File: config.mk
export PLATFORM = sky130hd
export DESIGN_NAME = pipe_ctrl_flat
export DESIGN_NICKNAME = d
export VERILOG_FILES = /design/src/rtl/pipe_ctrl_if.sv /design/src/rtl/pipe_ctrl.sv /design/src/flat_wrapper.sv
export SDC_FILE = /design/constraint.sdc
export NUM_CORES = 1
export LEC_CHECK = 0
export CORE_ASPECT_RATIO = 0.6
export CORE_MARGIN = 2
export CORE_UTILIZATION = 47
export CTS_CLUSTER_SIZE = 12
export DETAILED_ROUTE_END_ITERATION = 8
export MAX_ROUTING_LAYER = met4
export PLACE_DENSITY = 0.8
export SLEW_MARGIN = 20
export SYNTH_ARGS = -nofsm -noshare
export SYNTH_HDL_FRONTEND = slang
export SYNTH_SLANG_ARGS = --single-unit
File: constraint.sdc
create_clock -name clk -period 2.4 [get_ports clk]
set_input_delay 0.24 -clock clk [delete_from_list [all_inputs] [get_ports clk]]
set_output_delay 0.24 -clock clk [all_outputs]
set_load 0.05 [all_outputs]
File: src/rtl/pipe_ctrl_if.sv
// Handshake bundle between the pipeline stages and the central sequencer.
// The master modport is the stage side; the slave modport is pipe_ctrl.
interface pipe_ctrl_if #(
   parameter int unsigned PC_W = 32
) ();

   logic            stallreq_if;
   logic            stallreq_id;
   logic            stallreq_ex;
   logic            stallreq_mem;
   logic            except_req;
   logic [PC_W-1:0] except_pc;
   logic            cnt_clr;
   logic [5:0]      stall;
   logic            flush;
   logic [PC_W-1:0] new_pc;
   logic [31:0]     stall_cnt;
   logic            stall_timeout;

   modport master (
      output stallreq_if,
      output stallreq_id,
      output stallreq_ex,
      output stallreq_mem,
      output except_req,
      output except_pc,
      output cnt_clr,
      input  stall,
      input  flush,
      input  new_pc,
      input  stall_cnt,
      input  stall_timeout
   );

   modport slave (
      input  stallreq_if,
      input  stallreq_id,
      input  stallreq_ex,
      input  stallreq_mem,
      input  except_req,
      input  except_pc,
      input  cnt_clr,
      output stall,
      output flush,
      output new_pc,
      output stall_cnt,
      output stall_timeout
   );

endinterface

File: src/rtl/pipe_ctrl.sv
// Central 5-stage pipeline sequencer: stall vector generation, exception flush
// sequencing, saturating stall-cycle counter and sticky stall watchdog.
module pipe_ctrl #(
   parameter int unsigned FLUSH_CYCLES = 1,
   parameter int unsigned TIMEOUT      = 1024,
   parameter int unsigned PC_W         = 32
) (
   input logic        clk,
   input logic        rst,
   pipe_ctrl_if.slave bus
);

   localparam int unsigned RunW = $clog2(TIMEOUT + 1);
   localparam logic [RunW-1:0] RunMax = RunW'(TIMEOUT);
   localparam logic [3:0] FlushLoad = 4'(FLUSH_CYCLES - 1);

   typedef enum logic [0:0] {StIdle, StFlush} state_e;

   state_e          state_q, state_d;
   logic [3:0]      fcnt_q, fcnt_d;
   logic            flush_q, flush_d;
   logic [PC_W-1:0] new_pc_q, new_pc_d;
   logic [31:0]     cnt_q, cnt_d;
   logic [RunW-1:0] run_q, run_d;
   logic            tmo_q, tmo_d;
   logic [5:0]      stall;
   logic            accept;

   // Requests are masked while flushing and during the reset cycle.
   always_comb begin
      stall = 6'b000000;
      if (rst && (state_q == StIdle)) begin
         if (bus.stallreq_mem) begin
            stall = 6'b011111;
         end else if (bus.stallreq_ex) begin
            stall = 6'b001111;
         end else if (bus.stallreq_id) begin
            stall = 6'b000111;
         end else if (bus.stallreq_if) begin
            stall = 6'b000011;
         end
      end
   end

   // A MEM stall defers the exception; inside FLUSH a newer exception always wins.
   assign accept = bus.except_req &&
                   (((state_q == StIdle) && !bus.stallreq_mem) || (state_q == StFlush));

   always_comb begin
      state_d  = state_q;
      fcnt_d   = fcnt_q;
      flush_d  = 1'b0;
      new_pc_d = new_pc_q;
      if (accept) begin
         state_d  = StFlush;
         fcnt_d   = FlushLoad;
         flush_d  = 1'b1;
         new_pc_d = bus.except_pc;
      end else if (state_q == StFlush) begin
         if (fcnt_q == 4'd0) begin
            state_d = StIdle;
         end else begin
            fcnt_d  = fcnt_q - 4'd1;
            flush_d = 1'b1;
         end
      end
   end

   always_comb begin
      cnt_d = cnt_q;
      if (bus.cnt_clr) begin
         cnt_d = 32'd0;
      end else if (stall[0] && (cnt_q != 32'hFFFF_FFFF)) begin
         cnt_d = cnt_q + 32'd1;
      end
   end

   // Watchdog flags as soon as the run counter lands on TIMEOUT.
   always_comb begin
      run_d = run_q;
      if (!stall[0]) begin
         run_d = '0;
      end else if (run_q != RunMax) begin
         run_d = run_q + 1'b1;
      end
      tmo_d = tmo_q | (run_d == RunMax);
   end

   always_ff @(posedge clk) begin
      if (!rst) begin
         state_q  <= StIdle;
         fcnt_q   <= 4'd0;
         flush_q  <= 1'b0;
         new_pc_q <= '0;
         cnt_q    <= 32'd0;
         run_q    <= '0;
         tmo_q    <= 1'b0;
      end else begin
         state_q  <= state_d;
         fcnt_q   <= fcnt_d;
         flush_q  <= flush_d;
         new_pc_q <= new_pc_d;
         cnt_q    <= cnt_d;
         run_q    <= run_d;
         tmo_q    <= tmo_d;
      end
   end

   assign bus.stall         = stall;
   assign bus.flush         = flush_q;
   assign bus.new_pc        = new_pc_q;
   assign bus.stall_cnt     = cnt_q;
   assign bus.stall_timeout = tmo_q;

endmodule

File: src/flat_wrapper.sv
// flat-port wrapper written by rule: the top's interface ports become plain ports
module pipe_ctrl_flat 
#(
   parameter int unsigned FLUSH_CYCLES = 1,
   parameter int unsigned TIMEOUT      = 1024,
   parameter int unsigned PC_W         = 32
)
  (clk, rst, bus_stallreq_if, bus_stallreq_id, bus_stallreq_ex, bus_stallreq_mem, bus_except_req, bus_except_pc, bus_cnt_clr, bus_stall, bus_flush, bus_new_pc, bus_stall_cnt, bus_stall_timeout);
  pipe_ctrl_if #(.PC_W(PC_W)) bus_i ();
  input logic clk;
  input logic rst;
  input wire logic [$bits(bus_i.stallreq_if)-1:0] bus_stallreq_if;
  input wire logic [$bits(bus_i.stallreq_id)-1:0] bus_stallreq_id;
  input wire logic [$bits(bus_i.stallreq_ex)-1:0] bus_stallreq_ex;
  input wire logic [$bits(bus_i.stallreq_mem)-1:0] bus_stallreq_mem;
  input wire logic [$bits(bus_i.except_req)-1:0] bus_except_req;
  input wire logic [$bits(bus_i.except_pc)-1:0] bus_except_pc;
  input wire logic [$bits(bus_i.cnt_clr)-1:0] bus_cnt_clr;
  output wire logic [$bits(bus_i.stall)-1:0] bus_stall;
  output wire logic [$bits(bus_i.flush)-1:0] bus_flush;
  output wire logic [$bits(bus_i.new_pc)-1:0] bus_new_pc;
  output wire logic [$bits(bus_i.stall_cnt)-1:0] bus_stall_cnt;
  output wire logic [$bits(bus_i.stall_timeout)-1:0] bus_stall_timeout;
  assign bus_i.stallreq_if = bus_stallreq_if;
  assign bus_i.stallreq_id = bus_stallreq_id;
  assign bus_i.stallreq_ex = bus_stallreq_ex;
  assign bus_i.stallreq_mem = bus_stallreq_mem;
  assign bus_i.except_req = bus_except_req;
  assign bus_i.except_pc = bus_except_pc;
  assign bus_i.cnt_clr = bus_cnt_clr;
  assign bus_stall = bus_i.stall;
  assign bus_flush = bus_i.flush;
  assign bus_new_pc = bus_i.new_pc;
  assign bus_stall_cnt = bus_i.stall_cnt;
  assign bus_stall_timeout = bus_i.stall_timeout;
  pipe_ctrl #(.FLUSH_CYCLES(FLUSH_CYCLES), .TIMEOUT(TIMEOUT), .PC_W(PC_W)) u_core (.clk(clk), .rst(rst), .bus(bus_i));
endmodule
Yosys cells after proc, flatten, opt, wreduce, memory -nomap -nowiden
Index checks and enable logic that the tools add are counted.
{"block": "word_totals", "latchBits": 0, "romBits": 0, "ramBits": 0, "input_bits": 40, "out_inout_bits": 72, "n_memories": 0, "wordCells": 36, "ff_bits": 81}
{"block": "classes", "n_div": 0, "n_mux": 10, "mul": 0, "n_lt_le_gt_ge": 0, "shifts": 0, "n_reduce_logical": 10, "eq_ne": 3, "add_sub_neg": 3, "bitwise_logic": 4}
{"operator": "$add 32x1->32 const B", "n": 1}
{"operator": "$ne 32x32->1 const B", "n": 1}
{"operator": "$mux 6", "n": 4}
{"operator": "$mux 11", "n": 2}
{"operator": "$add 11x1->11 const B", "n": 1}
{"operator": "$eq 11x11->1 const B", "n": 1}
{"operator": "$ne 11x11->1 const B", "n": 1}
{"operator": "$logic_and 1x1->1", "n": 4}
{"operator": "$logic_not 4->1", "n": 1}
{"operator": "$reduce_or 2->1", "n": 2}
{"operator": "$sub 4x1->4 const B", "n": 1}
{"operator": "$mux 1", "n": 3}
{"operator": "$not 1->1", "n": 3}
{"operator": "$mux 2", "n": 1}
{"operator": "$reduce_and 2->1", "n": 1}
{"operator": "$logic_not 1->1", "n": 1}
{"operator": "$logic_or 1x1->1", "n": 1}
{"operator": "$or 1x1->1", "n": 1}

Longest topological paths before layout
Gate-level depths: netlist of the first run.
{"block": "depth", "word_depth": 8, "ltp_mapped": 7, "mapped_depth_nobuf": 7}

Least setup slack after synthesis of the first run
No wires, ideal clock.
{"block": "synth_timing", "path_kind": "register to register", "startpoint": "reg u_core.cnt_q[0], in the netlist u_core.bus.stall_cnt[0]", "endpoint": "reg u_core.cnt_q[28], in the netlist u_core.bus.stall_cnt[28]", "required_ns": 2.329, "stages_incl_launch_ff": 8, "t_arrival_ns": 2.414, "setup_slack_ns": -0.085, "synth_period_minus_slack_ns": 2.485, "n_path_buf": 1, "setup_time_ns": 0.071, "cell_sequence": "dfxtp_1 ha_1 and4_1 nand4_1 or4_1 buf_2 or3_1 a21oi_1"}
{"block": "synth_via", "elab_chain_len": 2, "elab_cells_between_ends": 3, "classes_between": "add/sub: 1; eq/ne: 1; reduce/logical: 1"}
{"element": "start, declared", "line": "pipe_ctrl.sv:23", "text": "logic [31:0] cnt_q, cnt_d;"}
{"element": "start signal, assigned", "line": "pipe_ctrl.sv:103", "text": "cnt_q <= cnt_d;"}
{"element": "branches (longest 2 deep; another with $add 32x1->32)"}
Parallel ways; which one is timed is not known.
A chain may end at the register's enable or synchronous reset.

Final worst setup path of the first run
{"block": "layout_timing", "startpoint": "reg u_core.cnt_q[10], in the netlist u_core.bus.stall_cnt[10]", "endpoint": "reg u_core.cnt_q[25], in the netlist u_core.bus.stall_cnt[25]"}
The elaborated chain is that of the path after synthesis.

==> results.ini, run 1 <==
[run_status]
status = finished clean

[critical_path]
required_ns = 2.67
path_class = flip-flop to flip-flop
worst-path-max-fanout = 9
crit_arrival_ns = 2.49
cp-end-kind = flip-flop
start_kind = flip-flop

[grt]
grt_pass1_wl_um = 16800
grt_pass1_vias = 3309
gr-total-overflow = 0
antenna_found_initial = 0
track_usage_pct = 25.7
grt_max_degree = 27

[floorplan]
rows = 24
initial_core_util_pct = 49.4
design.portCount = 112
core_um2 = 7420
dieWidth_um = 118
die_y_um = 72.4
die-area_um2 = 8540

[route]
drt-initial-drc-count = 232
routed_via_density = 5.65
detail-route-antenna-nets = 0
via_count = 3832
drc = 0
detail_route.first_pass.iterations = 5
wl_um = 10700
wl_per_cell_um = 15.8

[sta]
finClkSkew_ns = 0.00597
fin_crit_sh_pct = 92.5
fmax_mhz = 451
finalMaxSlewViolations = 0
grt_setup_unrepaired = false
max_slew_margin_pct = 51.4
worstMarginPinSlew_ns = 0.729
hold_viol_final = 0
fin_crit_ns = 2.22
setup_viol = 0
final.setup.tns_ns = 0

[synth]
synth-adder-area-share_pct = 1.37
synth_compound_area_share_pct = 18.4
synthArstFlopShare_pct = 0
synth_ff_type = dfxtp_1
yosysUniqueCellTypes = 54
synth_fp_nets = 496
yosys.area_share.simple_pct = 28.4
netlist_instances = 452
yosysSeqAreaShare_pct = 44.3
synth_seq_cells = 81
synth-edff-count = 0
synth_top_family_by_area = simple AND/OR/NAND/NOR gates
synth_xor_area_share_pct = 3.11
synth.mux.area_fraction_pct = 0
yosysWarnings = 0
avgSynthCellArea_um2 = 8.10
synth_area_um2 = 3660

[layout]
register_area_um2 = 1620
layout_commonest_cell = clkdlybuf4s50_1
antennaDiodeCount = 0
final_nets = 613
layout_common_cells = 105 x clkdlybuf4s50_1, 85 x nand2_1, 79 x dfxtp_1
multi_input_area_um2 = 1880
area_growth_pct = 44.1
fill_cells = 589
final_layout_size_suffix_gt1_share_pct = 9.41
layout.cells.non_filler = 678

[hold_path]
worstHoldPathType = flip-flop to flip-flop

[place]
dp_hpwl_um = 7740
place.gp.congestion = 0.836
place_inst = 662
portBuffers = 110

[clock_tree]
cts_tree = built
clk_root_buffer_cell = clkbuf_16
cts_buffer_depth = 2
cts_buffers = 9
cts_hold_buf = 0
h-tree-depth = 3
insertion_delay_ns = 0.34
post-cts-setup-buffers = 0
clock_sinks = 81
cts.clk_slew.worst_paths_ns = 0.06
ctsResizeCount = 0

[run]
maxCapViolCount = 0

[power_and_ir_drop]
leakage_uw = 0.00190
ir_drop_mv = 0.401
cellPowerDensity_nw_per_um2 = 626

[Yosys cell counts (2+ instances only)]
cell	number	area (um^2)
nor2b_1	3	18.8
a311oi_1	4	35.0
nand3_1	16	80.1
nand4_1	10	62.6
buf_4	2	15.0
o21ai_0	15	75.1
dfxtp_1	81	1620
inv_1	11	41.3
xor2_1	2	17.5
nor4b_1	2	17.5
o31ai_1	11	82.6
a31oi_1	6	37.5
and2_1	3	18.8
a31o_2	2	17.5
xnor2_1	11	96.3
a21oi_1	60	300
or4_1	11	82.6
and3_1	7	43.8
and4_1	5	43.8
nand2_1	85	319
nor3_1	4	20.0
a211oi_1	2	15.0
nor4_1	2	12.5
buf_2	3	15.0
clkbuf_1	16	60.1
or3_1	12	75.1
a41o_1	3	30.0
nand2b_1	4	25.0
o31a_1	2	17.5
ha_1	4	50.1
nor2_1	30	113
[critical path, stage by stage, from the launching register on]
cell and delay, ns:
dfxtp_1 0.44, and4_1 0.41, and4_2 0.40, nand4_2 0.25, or4_1 0.48, a21oi_1 0.16
[metal layers]
metal  global-route usage, %  wire [um]
met5                       -          0
met3                    6.29        775
met1                    35.9       5110
met4                    8.03        124
met2                    36.8       4730
[power breakdown]
part	leakage [uW]	switching, uW	total (uW)	internal [uW]
Combinational	0.00108	260	429	170
Sequential	0.000658	24.5	1400	1380
Clock	0.000162	519	1470	948
Total	0.00190	803	3300	2500
[registers in the layout, indices dropped and copies added, names as in the netlist]
signal and cells:
u_core.run_q 11, u_core.bus.stall_timeout 1, u_core.bus.flush 1, u_core.bus.new_pc 32, u_core.fcnt_q 4, u_core.bus.stall_cnt 32
[area by class of cell]
class | instances | area share [%]
Multi-Input combinational cell | 334 | 35.7
Tap cell | 104 | 2.47
Clock buffer | 15 | 5.64
Clock inverter | 1 | 0.569
Inverter | 13 | 0.925
Sequential cell | 81 | 30.8
Timing Repair Buffer | 130 | 24.0
[final timing paths]
check                      startpoint                       end  slack [ns]  depth (start not counted)
min             u_core.bus.new_pc[16]     u_core.bus.new_pc[16]        0.45                          2
max          u_core.bus.stall_cnt[10]  u_core.bus.stall_cnt[25]        0.18                          5
max reg2reg  u_core.bus.stall_cnt[10]  u_core.bus.stall_cnt[25]        0.18                          5
min reg2reg     u_core.bus.new_pc[16]     u_core.bus.new_pc[16]        0.45                          2
[stage by stage]
step	util (%)	total power [uW]	worst slack, ns	instance area (um^2)	hold WS (ns)
final	71.1	3300	0.181	5280	0.452
after floorplan	-	1670	0.0500	3660	0.348
after global placement	66.7	1850	0.115	4950	0.441
after CTS	71.1	3320	0.171	5280	0.445
after detailed placement	66.7	1860	0.0783	4950	0.446
after global routing	71.1	3420	0.0105	5280	0.463
[logic make-up after synthesis]
kind of cell	after synthesis
xor+xnor	13
fa+ha+maj	4
compound gates	112
flops	81
other cells	1
buf+inv	37
simple gates	204
No activity file was read; power rests on OpenSTA's default activity.
==> run 2: changes to the inputs <==
CORE_ASPECT_RATIO = 1.2   (was 0.6)
==> results.ini, run 2 (same netlist as run 1, synthesis figures left out) <==
[sta]
setup_slack_ns = 0.136
finalMaxSlewViolations = 0
fmax_mhz = 442
max_slew_margin_pct = 56.6
worstMarginPinSlew_ns = 0.647
finClkSkew_ns = 0.00672
final.setup.tns_ns = 0
setup_viol = 0
grt_setup_unrepaired = false
hold_viol_final = 0
holdWs_ns = 0.431
fin_crit_ns = 2.26
fin_crit_sh_pct = 94.3

[route]
met3_wirelength_um = 593
routed.top_layer = met4
via_count = 3620
routed_via_density = 5.48
drt-met1-wl_um = 4160
route.met2.wl_um = 4720
wl_um = 9590
wl_per_cell_um = 14.5
drc = 0
detail_route.first_pass.iterations = 5
detail-route-antenna-nets = 0
drt-initial-drc-count = 248

[critical_path]
required_ns = 2.65
regToRegSetupSlack_ns = 0.14
worst-path-max-fanout = 5
crit_arrival_ns = 2.52
rr_worst_depth = 7
start_kind = flip-flop
cp-end-kind = flip-flop
r2r_end = u_core.bus.stall_cnt[20]
path_class = flip-flop to flip-flop
r2r_start = u_core.bus.stall_cnt[1]

[floorplan]
die_y_um = 101
dieWidth_um = 84.6
die-area_um2 = 8520
design.portCount = 112
initial_core_util_pct = 48.1
rows = 35
core_um2 = 7620

[clock_tree]
post-cts-setup-buffers = 0
insertion_delay_ns = 0.35
h-tree-depth = 3
clock_sinks = 81
cts_buffers = 9
cts_tree = built
cts.clk_slew.worst_paths_ns = 0.09
cts_buffer_depth = 2
clk_root_buffer_cell = clkbuf_8

[power_and_ir_drop]
power.share.clock_pct = 35.8
power_frac_seq_pct = 49.5
ir_drop_mv = 0.365
switching_power_uw = 803
cellPowerDensity_nw_per_um2 = 557
p_comb_share_pct = 14.6
intPower_uw = 2030
leakage_uw = 0.00180
switching_share_pct = 28.4

[layout]
layout_commonest_cell = clkdlybuf4s50_1
final_nets = 607
fill_cells = 640
final_layout_size_suffix_gt1_share_pct = 8.80
antennaDiodeCount = 0
layout_common_cells = 105 x clkdlybuf4s50_1, 85 x nand2_1, 79 x dfxtp_1
area_growth_pct = 38.7
final_cell_area_um2 = 5080
final_util_pct = 66.7

[hold_path]
worstHoldPathType = primary input to flip-flop
worstHoldPathCells = 3
holdPathEnd = u_core.bus.new_pc[2]
min-delay-start = bus_except_pc[2]

[place]
portBuffers = 110
dp_hpwl_um = 7140
place.gp.congestion = 0.809
placed_area_um2 = 4880
pre_cts_ws_ns = 0.0805

[grt]
grt_pass1_vias = 3373
track_usage_pct = 23.3
antenna_found_initial = 0
grt_max_degree = 33
gr-total-overflow = 0
grt_pass1_wl_um = 15800

[run]
maxCapViolCount = 0

[run_status]
status = finished clean

## run 2: layer usage
layer | vias up | track usage [%]
met5 | - | -
met4 | 0 | 6.59
met2 | 122 | 40.3
li1 | 1836 | -
met1 | 1653 | 27.7
met3 | 9 | 4.42
## run 2: how the worst max path moves through the flow
stage,to,start,cells after the start,slack (ns)
2_1_floorplan,u_core.bus.stall_cnt[28],u_core.bus.stall_cnt[9],7,0.05
3_3_place_gp,u_core.bus.stall_cnt[26],bus_stallreq_ex,6,0.14
3_5_place_dp,u_core.bus.stall_cnt[15],bus_stallreq_id,7,0.08
4_1_cts,u_core.bus.stall_cnt[28],u_core.bus.stall_cnt[1],6,0.16
5_1_grt,u_core.bus.stall_cnt[22],u_core.bus.stall_cnt[1],7,0.01
6_report,u_core.bus.stall_cnt[20],u_core.bus.stall_cnt[1],7,0.14
## run 2: area by class of cell
class                      instances  area, um^2  share of cell area, %
tap                               92         115                   2.27
inverter                          13        48.8                  0.960
clock inverter                     7        77.6                   1.53
timing repair buffer             124        1210                   23.7
sequential                        81        1620                   32.0
multi-input combinational        334        1890                   37.1
clock buffer                       9         124                   2.44
## run 2: power groups by stage
stage	clock, uW	combinational (uW)	sequential (uW)
2_1_floorplan	0	138	1540
3_3_place_gp	0	410	1430
3_5_place_dp	0	415	1430
4_1_cts	1040	417	1400
5_1_grt	1110	441	1410
6_report	1010	414	1400
## run 2: worst max-delay path, stage by stage, from the launching register on
cell and delay [ns]:
dfxtp_2 0.38, ha_1 0.25, and4_1 0.25, nand4_1 0.18
buf_4 0.20, a211oi_1 0.52, a31oi_1 0.17, a41o_1 0.22
## run 2: stage by stage
| stage | cells | power (uW) |
|---|---|---|
| 2_1_floorplan | 452 | 1670 |
| 3_3_place_gp | 644 | 1840 |
| 3_5_place_dp | 644 | 1850 |
| 4_1_cts | 660 | 2860 |
| 5_1_grt | 660 | 2960 |
| 6_report | 660 | 2830 |
## run 2: what timing repair did
action / in CTS / in global routing
hold buffers: 0 / 0
endpoints found under the hold margin: 0 / 0
resized for setup: 0 / 1
endpoints found under the setup margin: 0 / 1
